$ cat src/rtl/matmul_tile_sequencer.sv
// Splits one large matmul job into DIM x DIM output tiles, issues them one at a time
// to the systolic core and returns a single completion response after the last tile.
module matmul_tile_sequencer #(
  parameter int unsigned SYSTOLIC_ARRAY_DIM = 8,
  parameter int unsigned DATA_WIDTH_BITS    = 16
) (
  input  logic        clock,
  input  logic        reset,
  input  logic        cmd_valid_i,
  output logic        cmd_ready_o,
  input  logic [63:0] cmd_act_addr_i,
  input  logic [63:0] cmd_wgt_addr_i,
  input  logic [63:0] cmd_out_addr_i,
  input  logic [15:0] cmd_m_tiles_i,
  input  logic [15:0] cmd_n_tiles_i,
  input  logic [19:0] cmd_inner_dimension_i,
  output logic        resp_valid_o,
  input  logic        resp_ready_i,
  output logic [31:0] resp_tile_count_o,
  output logic        tile_cmd_valid_o,
  input  logic        tile_cmd_ready_i,
  output logic [63:0] tile_cmd_act_addr_o,
  output logic [63:0] tile_cmd_wgt_addr_o,
  output logic [63:0] tile_cmd_out_addr_o,
  output logic [19:0] tile_cmd_inner_dimension_o,
  input  logic        tile_resp_valid_i,
  output logic        tile_resp_ready_o
);

  localparam int unsigned Bytes      = DATA_WIDTH_BITS / 8;
  localparam logic [63:0] TileBytes  = 64'(Bytes * SYSTOLIC_ARRAY_DIM * SYSTOLIC_ARRAY_DIM);
  localparam logic [63:0] PanelScale = 64'(Bytes * SYSTOLIC_ARRAY_DIM);

  typedef enum logic [1:0] {StIdle, StIssue, StWait, StDone} state_e;

  state_e      state_q, state_d;
  logic [63:0] act_cur_q, act_cur_d;
  logic [63:0] wgt_cur_q, wgt_cur_d;
  logic [63:0] out_cur_q, out_cur_d;
  logic [63:0] wgt_base_q, wgt_base_d;
  logic [63:0] panel_q, panel_d;
  logic [19:0] k_q, k_d;
  logic [15:0] m_tiles_q, m_tiles_d;
  logic [15:0] n_tiles_q, n_tiles_d;
  logic [15:0] mt_q, mt_d;
  logic [15:0] nt_q, nt_d;
  logic [31:0] count_q, count_d;

  logic last_col, last_row, empty_job;

  assign last_col  = (nt_q == n_tiles_q - 16'd1);
  assign last_row  = (mt_q == m_tiles_q - 16'd1);
  assign empty_job = (cmd_m_tiles_i == '0) || (cmd_n_tiles_i == '0) ||
                     (cmd_inner_dimension_i == '0);

  always_comb begin
    state_d    = state_q;
    act_cur_d  = act_cur_q;
    wgt_cur_d  = wgt_cur_q;
    out_cur_d  = out_cur_q;
    wgt_base_d = wgt_base_q;
    panel_d    = panel_q;
    k_d        = k_q;
    m_tiles_d  = m_tiles_q;
    n_tiles_d  = n_tiles_q;
    mt_d       = mt_q;
    nt_d       = nt_q;
    count_d    = count_q;

    unique case (state_q)
      StIdle: begin
        if (cmd_valid_i) begin
          act_cur_d  = cmd_act_addr_i;
          wgt_cur_d  = cmd_wgt_addr_i;
          out_cur_d  = cmd_out_addr_i;
          wgt_base_d = cmd_wgt_addr_i;
          k_d        = cmd_inner_dimension_i;
          m_tiles_d  = cmd_m_tiles_i;
          n_tiles_d  = cmd_n_tiles_i;
          // The only multiply of the job; per-tile stepping is add-only.
          panel_d    = PanelScale * {44'd0, cmd_inner_dimension_i};
          mt_d       = '0;
          nt_d       = '0;
          count_d    = '0;
          state_d    = empty_job ? StDone : StIssue;
        end
      end
      StIssue: begin
        if (tile_cmd_ready_i) begin
          count_d = count_q + 32'd1;
          state_d = StWait;
        end
      end
      StWait: begin
        if (tile_resp_valid_i) begin
          if (!last_col) begin
            nt_d      = nt_q + 16'd1;
            wgt_cur_d = wgt_cur_q + panel_q;
          end else begin
            nt_d      = '0;
            wgt_cur_d = wgt_base_q;
            mt_d      = mt_q + 16'd1;
            act_cur_d = act_cur_q + panel_q;
          end
          out_cur_d = out_cur_q + TileBytes;
          state_d   = (last_col && last_row) ? StDone : StIssue;
        end
      end
      StDone: begin
        if (resp_ready_i) state_d = StIdle;
      end
      default: state_d = StIdle;
    endcase
  end

  always_ff @(posedge clock) begin
    if (reset) begin
      state_q    <= StIdle;
      act_cur_q  <= '0;
      wgt_cur_q  <= '0;
      out_cur_q  <= '0;
      wgt_base_q <= '0;
      panel_q    <= '0;
      k_q        <= '0;
      m_tiles_q  <= '0;
      n_tiles_q  <= '0;
      mt_q       <= '0;
      nt_q       <= '0;
      count_q    <= '0;
    end else begin
      state_q    <= state_d;
      act_cur_q  <= act_cur_d;
      wgt_cur_q  <= wgt_cur_d;
      out_cur_q  <= out_cur_d;
      wgt_base_q <= wgt_base_d;
      panel_q    <= panel_d;
      k_q        <= k_d;
      m_tiles_q  <= m_tiles_d;
      n_tiles_q  <= n_tiles_d;
      mt_q       <= mt_d;
      nt_q       <= nt_d;
      count_q    <= count_d;
    end
  end

  assign cmd_ready_o                = (state_q == StIdle);
  assign tile_cmd_valid_o           = (state_q == StIssue);
  assign tile_resp_ready_o          = (state_q == StWait);
  assign resp_valid_o               = (state_q == StDone);
  assign resp_tile_count_o          = count_q;
  assign tile_cmd_act_addr_o        = act_cur_q;
  assign tile_cmd_wgt_addr_o        = wgt_cur_q;
  assign tile_cmd_out_addr_o        = out_cur_q;
  assign tile_cmd_inner_dimension_o = k_q;

endmodule
$ cat config.mk
export PLATFORM = sky130hd
export DESIGN_NAME = matmul_tile_sequencer
export DESIGN_NICKNAME = d
export VERILOG_FILES = /design/src/rtl/matmul_tile_sequencer.sv
export SDC_FILE = /design/constraint.sdc
export NUM_CORES = 1
export LEC_CHECK = 0
export ABC_AREA = 1
export CAP_MARGIN = 20
export CORE_ASPECT_RATIO = 1.75
export CORE_MARGIN = 2
export CORE_UTILIZATION = 45
export CTS_CLUSTER_DIAMETER = 30
export CTS_CLUSTER_SIZE = 10
export DETAILED_ROUTE_END_ITERATION = 8
export PLACE_DENSITY = 0.75
export REMOVE_ABC_BUFFERS = 1
export SLEW_MARGIN = 10
export SYNTH_ARGS = -nofsm -noshare
export SYNTH_HDL_FRONTEND = slang
export SYNTH_SLANG_ARGS = --single-unit
$ cat constraint.sdc
create_clock -name clock -period 2.7 [get_ports clock]
set_input_delay 0.54 -clock clock [delete_from_list [all_inputs] [get_ports clock]]
set_output_delay 0.54 -clock clock [all_outputs]
set_load 0.05 [all_outputs]
### Yosys cells after proc, flatten, opt, wreduce, memory -nomap -nowiden

Cells that the tools add are included.
Widths: inputs -> output; s select.

| storage, ports and cells | value |
|---|---|
| flip-flop bits (word level) | 374 |
| input bits | 250 |
| output and inout port bits | 248 |
| word-level logic and storage cells | 71 |

| cells by class | value |
|---|---|
| add/sub/neg operators | 8 |
| equal/unequal tests | 10 |
| muxes and demuxes | 28 |
| reductions and logical operators | 14 |

Operators with widths:

| cell | count |
|---|---|
| $mux 64 | 8 |
| $pmux 64 s2 | 3 |
| $add 64x24->64 | 2 |
| $mux 16 | 5 |
| $add 64x8->64 const B | 1 |
| $mux 32 | 2 |
| $pmux 16 s2 | 2 |
| $pmux 32 s2 | 1 |
| $add 16x1->16 const B | 2 |
| $add 32x1->32 const B | 1 |
| $eq 16x16->1 | 2 |
| $logic_not 16->1 | 2 |
| $sub 16x1->16 const B | 2 |
| $logic_not 20->1 | 1 |
| $mux 2 | 6 |
| $pmux 2 s4 | 1 |
| $reduce_and 4->1 | 2 |
| $ne 2x1->1 const B | 3 |
| $reduce_and 3->1 | 2 |
| $eq 2x2->1 const B | 2 |
| $ne 2x2->1 const B | 2 |
| $reduce_bool 2->1 | 2 |
| $eq 2x1->1 const B | 1 |
| $logic_not 2->1 | 1 |
| 3 further kinds | 4 |

### Depth between registers and ports, before layout

Gate-level depths: netlist (run 1).

| logic depth | value |
|---|---|
| depth after elaboration | 6 |
| gate-level depth with buffers | 18 |
| mapped depth without buffers | 17 |

### Least setup slack after synthesis (run 1)

No wires, ideal clock.

| path | value |
|---|---|
| path type | reg-to-reg |
| start | register state_q[1] |
| end | register count_q[24], in the netlist resp_tile_count_o[24] |
| library setup time | 0.110 ns |
| arrival | 2.384 ns |
| required time | 2.590 ns |
| slack | 0.206 ns |
| stages on the path, launching flop included | 15 |
| path buffers | 0 |
| period minus slack after synthesis | 2.494 ns |
| path through | dfxtp_1 -> nor2_2 -> nand2_2 -> nand2_2 -> nand3_2 -> nor2_2 -> nand2_1 -> nor2_1 -> nand2_1 -> nor2_1 -> nand2_1 -> nor2_2 -> nand3_1 -> nand2_1 -> nor2_1 |

| between the ends | value |
|---|---|
| word-level cells in the longest chain between the ends | 3 |
| elaborated cells on any way between the ends | 7 |
| classes of those cells | eq/ne (3); mux (1); reduce/logical (3) |

RTL lines:

| what | RTL line | text |
|---|---|---|
| start, declared | 36 | `state_e state_q, state_d;` |
| start signal, assigned | 118 | `state_q <= StIdle;` |
| start signal, assigned | 131 | `state_q <= state_d;` |
| $logic_not 2->1 * | -- |  |
| via cmd_ready_o | 10 | `output logic cmd_ready_o,` |
| $ne 2x2->1 (no line) / $reduce_bool 2->1 (equally long branches) | -- |  |
| $reduce_and 3->1 (no line) | -- |  |
| end signal, assigned | 142 | `count_q <= count_d;` |
| end, declared | 47 | `logic [31:0] count_q, count_d;` |

Mark *: on every way through the listed nets, which the timed path passes. The rest lies on a longest branch.
A chain may end at the register's enable or synchronous reset.

### Worst setup path after layout (run 1)

| path | value |
|---|---|
| start | register wgt_cur_q[24], in the netlist tile_cmd_wgt_addr_o[24] |
| end | output tile_cmd_wgt_addr_o[24] |

RTL lines:

| what | RTL line | text |
|---|---|---|
| start, declared | 38 | `logic [63:0] wgt_cur_q, wgt_cur_d;` |
| start signal, assigned | 133 | `wgt_cur_q <= wgt_cur_d;` |
| end, declared | 23 | `output logic [63:0] tile_cmd_wgt_addr_o,` |

No word-level cell between the ends.

==> metrics, run 1 <==
status=finished, final reports clean; Critical Setup Path Class=reg -> out; EDFF count, synth=0; CTS tree=yes; via count=between 30000 and 40000; Worst-Skew Late Latency=0.63 ns; share of layout cells above drive strength 1=under 10%; row count=116; Fin. Hold Viols=0; first-pass GRT wire length=~170 mm; top cell type's share of synthesized area=between 20 and 30%; Clk pin slew, worst setup/hold paths=roughly 0.060 ns; # DRC=0; P_int=~16 mW; Sw Ratio=a little over two fifths; GP Congestion=between 1 and 1.5; largest family of logic cells by synthesized area=simple AND/OR/NAND/NOR gates; die width=186 um; die area=between 0.05 and 0.06 mm^2; clock buffer depth=3; Post-Route WL=between 100 and 150 mm; dpl hpwl=approximately 90 mm; Comb pwr share=a little over two fifths; IO Count=roughly 500; asr flop ratio synth=0%; hold buffer count at CTS=0; WP data required=2.16 ns; crit path time final=about 2.7 ns; Synth area leaders=dfxtp_1 (29%), nand2_1 (19%), nand3_1 (8.0%), inv_1 (7.9%), nor2_1 (7.2%); predominant post-synthesis flop cell=dfxtp_1; RSZ-0062 raised after global routing=true; Post-Synth Adder-Cell Area=2.36%; Slew Limit Fails=0; final number of setup-violating endpoints=0; PortBufs=just under 500; Power Total=28.7 mW; Synth cell types=45; Setup crit start kind=flop; Net count, final=5320; f_max=between 0.3 and 0.4 GHz; LEAKAGE=15.7 nW; maximum vdd drop=0.692 mV; Pre-Repair DR Iteration Count=8; register bit total from synthesis=roughly 370; antenna-violating nets left=0; Post-Syn Area=~0.026 mm^2; CP endpoint kind=primary output; drt initial violations=around 2400; clock network fraction of design power=a little under a third; Cell Pwr Density=just over 800 mW/mm^2; initial antenna violation count=11; CTS buffer count=a little over 70; Layout fillers=5658; Slew @ Worst Pin=0.786 ns; area leader, netlist=dfxtp_1; fin crit share=between 90% and 100%; Layout area overhead=36.7%; drt wl/cell=just over 20 um; Synth Instances=around 4500; Final Util=~62%; compound-cell area share of the yosys netlist=between 10% and 20%; vias in the first global route=30900; Post-Syn Area per Cell=between 5 and 6 um^2; Max Cap Violations=0; Seq/Total Area, Yosys=between 20% and 30%; GR Overflow Total=0; Max-Slew Margin vs Limit=between 40% and 50%; top-count cell post-synth=nand2_1; mux cell area share after synthesis=0%; Root Buffer=clkbuf_16; Seq pwr share=a little over a quarter; detail-routed via count per cell=roughly 5.5; xor-xnor portion of the synthesized cell area=3.47%; Max Clock Skew=around 0.024 ns; H-Tree Depth=3; crit path DAT=approximately 2.1 ns; largest net degree at the start of global routing=171; top cells by count, synth=nand2_1 (1295), inv_1 (545), nor2_1 (501); NetSw=around 12 mW; Num Clock Sinks=between 300 and 400; simple-gate share of the synthesized area=about 40%; GRT Total Usage=roughly two fifths; Die Height=322 um; Synth warnings=0; starting density of the core=45.5%; total core area=between 0.05 and 0.06 mm^2; CP max FO=4; Hold Crit Class=reg -> reg
[per-stage QoR]
stage / hold slack [ns] / area, um^2 / instances / TNS [ns] / setup slack [ns]
floorplan: 0.427 / 25300 / 4278 / -2537.83 / -12.28
global placement: 0.435 / 32800 / 5704 / -0.468 / -0.0417
detailed placement: 0.441 / 32800 / 5704 / -1.10 / -0.0878
CTS: 0.452 / 35400 / 5839 / 0 / 0.0141
global route: 0.470 / 35600 / 5846 / -0.0160 / -0.0160
finish: 0.451 / 35600 / 5849 / 0 / 0.0153
[logic make-up after synthesis]
| logic type | count (synthesis) |
|---|---|
| simple gates | 2516 |
| buf+inv | 731 |
| compound gates | 681 |
| flops | 374 |
| xor+xnor | 103 |
| fa+ha+maj | 48 |
[timing repair]
| item | in CTS | in global routing |
|---|---|---|
| buffers inserted | 2 | 3 |
| gates cloned | 3 | 3 |
| gates resized for setup | 9 | 27 |
| pin swaps | 3 | 3 |
| endpoints found under the setup margin | 40 | 86 |
[worst paths after layout]
kind / start / end / slack [ns] / depth (start not counted)
worst min-delay path: wgt_base_q[16]$_SDFFE_PP0P_ / wgt_base_q[16]$_SDFFE_PP0P_ / 0.45 / 2
worst min register to register: wgt_base_q[16]$_SDFFE_PP0P_ / wgt_base_q[16]$_SDFFE_PP0P_ / 0.45 / 2
worst max register to register: n_tiles_q[0]$_SDFFE_PP0P_ / tile_cmd_act_addr_o[62]$_SDFFE_PP0P_ / 0.15 / 18
worst max-delay path: tile_cmd_wgt_addr_o[24]$_SDFFE_PP0P_ / tile_cmd_wgt_addr_o[24] / 0.02 / 2
[registers in the layout (all words and copies together) (netlist names)]
name	flops
nt_q	16
resp_tile_count_o	32
m_tiles_q	16
n_tiles_q	16
tile_cmd_out_addr_o	64
tile_cmd_act_addr_o	64
mt_q	16
state_q	2
wgt_base_q	64
tile_cmd_wgt_addr_o	64
panel_q	20
[layer usage]
| metal | up-vias | share of wire [%] | track usage, % |
|---|---|---|---|
| li1 | 15500 | - | - |
| met1 | 14600 | 34 | 38.4 |
| met2 | 1423 | 49 | 67.9 |
| met3 | 473 | 7.3 | 7.75 |
| met4 | 12 | 9.4 | 31.3 |
| met5 | - | 0.069 | 0 |
[final cells by class]
type                    count  area (um^2)  share of cell area (%)
well taps                 767          960                    2.70
clock inverters            39          417                    1.17
repair buffers            670         6730                    18.9
inverters                 556         2100                    5.91
flip-flops and latches    374         7490                    21.0
multi-input cells        3348        15900                    44.6
diodes                      4         10.0                  0.0281
clock buffers              91         1990                    5.60
[cell usage in the layout, fill, tap and decap left out, types with 9 or more instances in the layout]
cell type	instances
o21ai_0	321
or2_2	28
inv_1	542
dfxtp_1	372
buf_12	24
o21ai_1	13
nor2_1	495
nand3b_1	46
o211ai_1	14
clkdlybuf4s50_1	492
nor2_2	9
nand3_1	413
buf_4	143
nor4_1	22
clkinv_4	10
xnor2_1	38
nand2_1	1290
clkbuf_16	76
inv_6	10
nand4_1	87
a21oi_1	291
ha_1	45
clkbuf_8	10
nor3_1	88
xor2_1	64
[power by group through the flow]
stage / sequential, mW / clock, mW / combinational, mW
floorplan: 9.72 / 0 / 4.90
global placement: 7.79 / 0 / 11.5
detailed placement: 7.80 / 0 / 11.6
CTS: 7.70 / 9.06 / 11.7
global route: 7.82 / 9.29 / 12.8
finish: 7.74 / 9.01 / 11.9
[worst max-delay path: stages (launching register included)]
cell and delay [ns]:
dfxtp_1 0.47, buf_4 0.18, clkdlybuf4s50_1 0.86
(Power assumes the default switching activity.)
==> run 2, diff against run 1 <==
Settings changed: HOLD_SLACK_MARGIN set to 0.12.
==> results of run 2 <==
No change in the layout: final DEF, timing and power equal those of run 1.
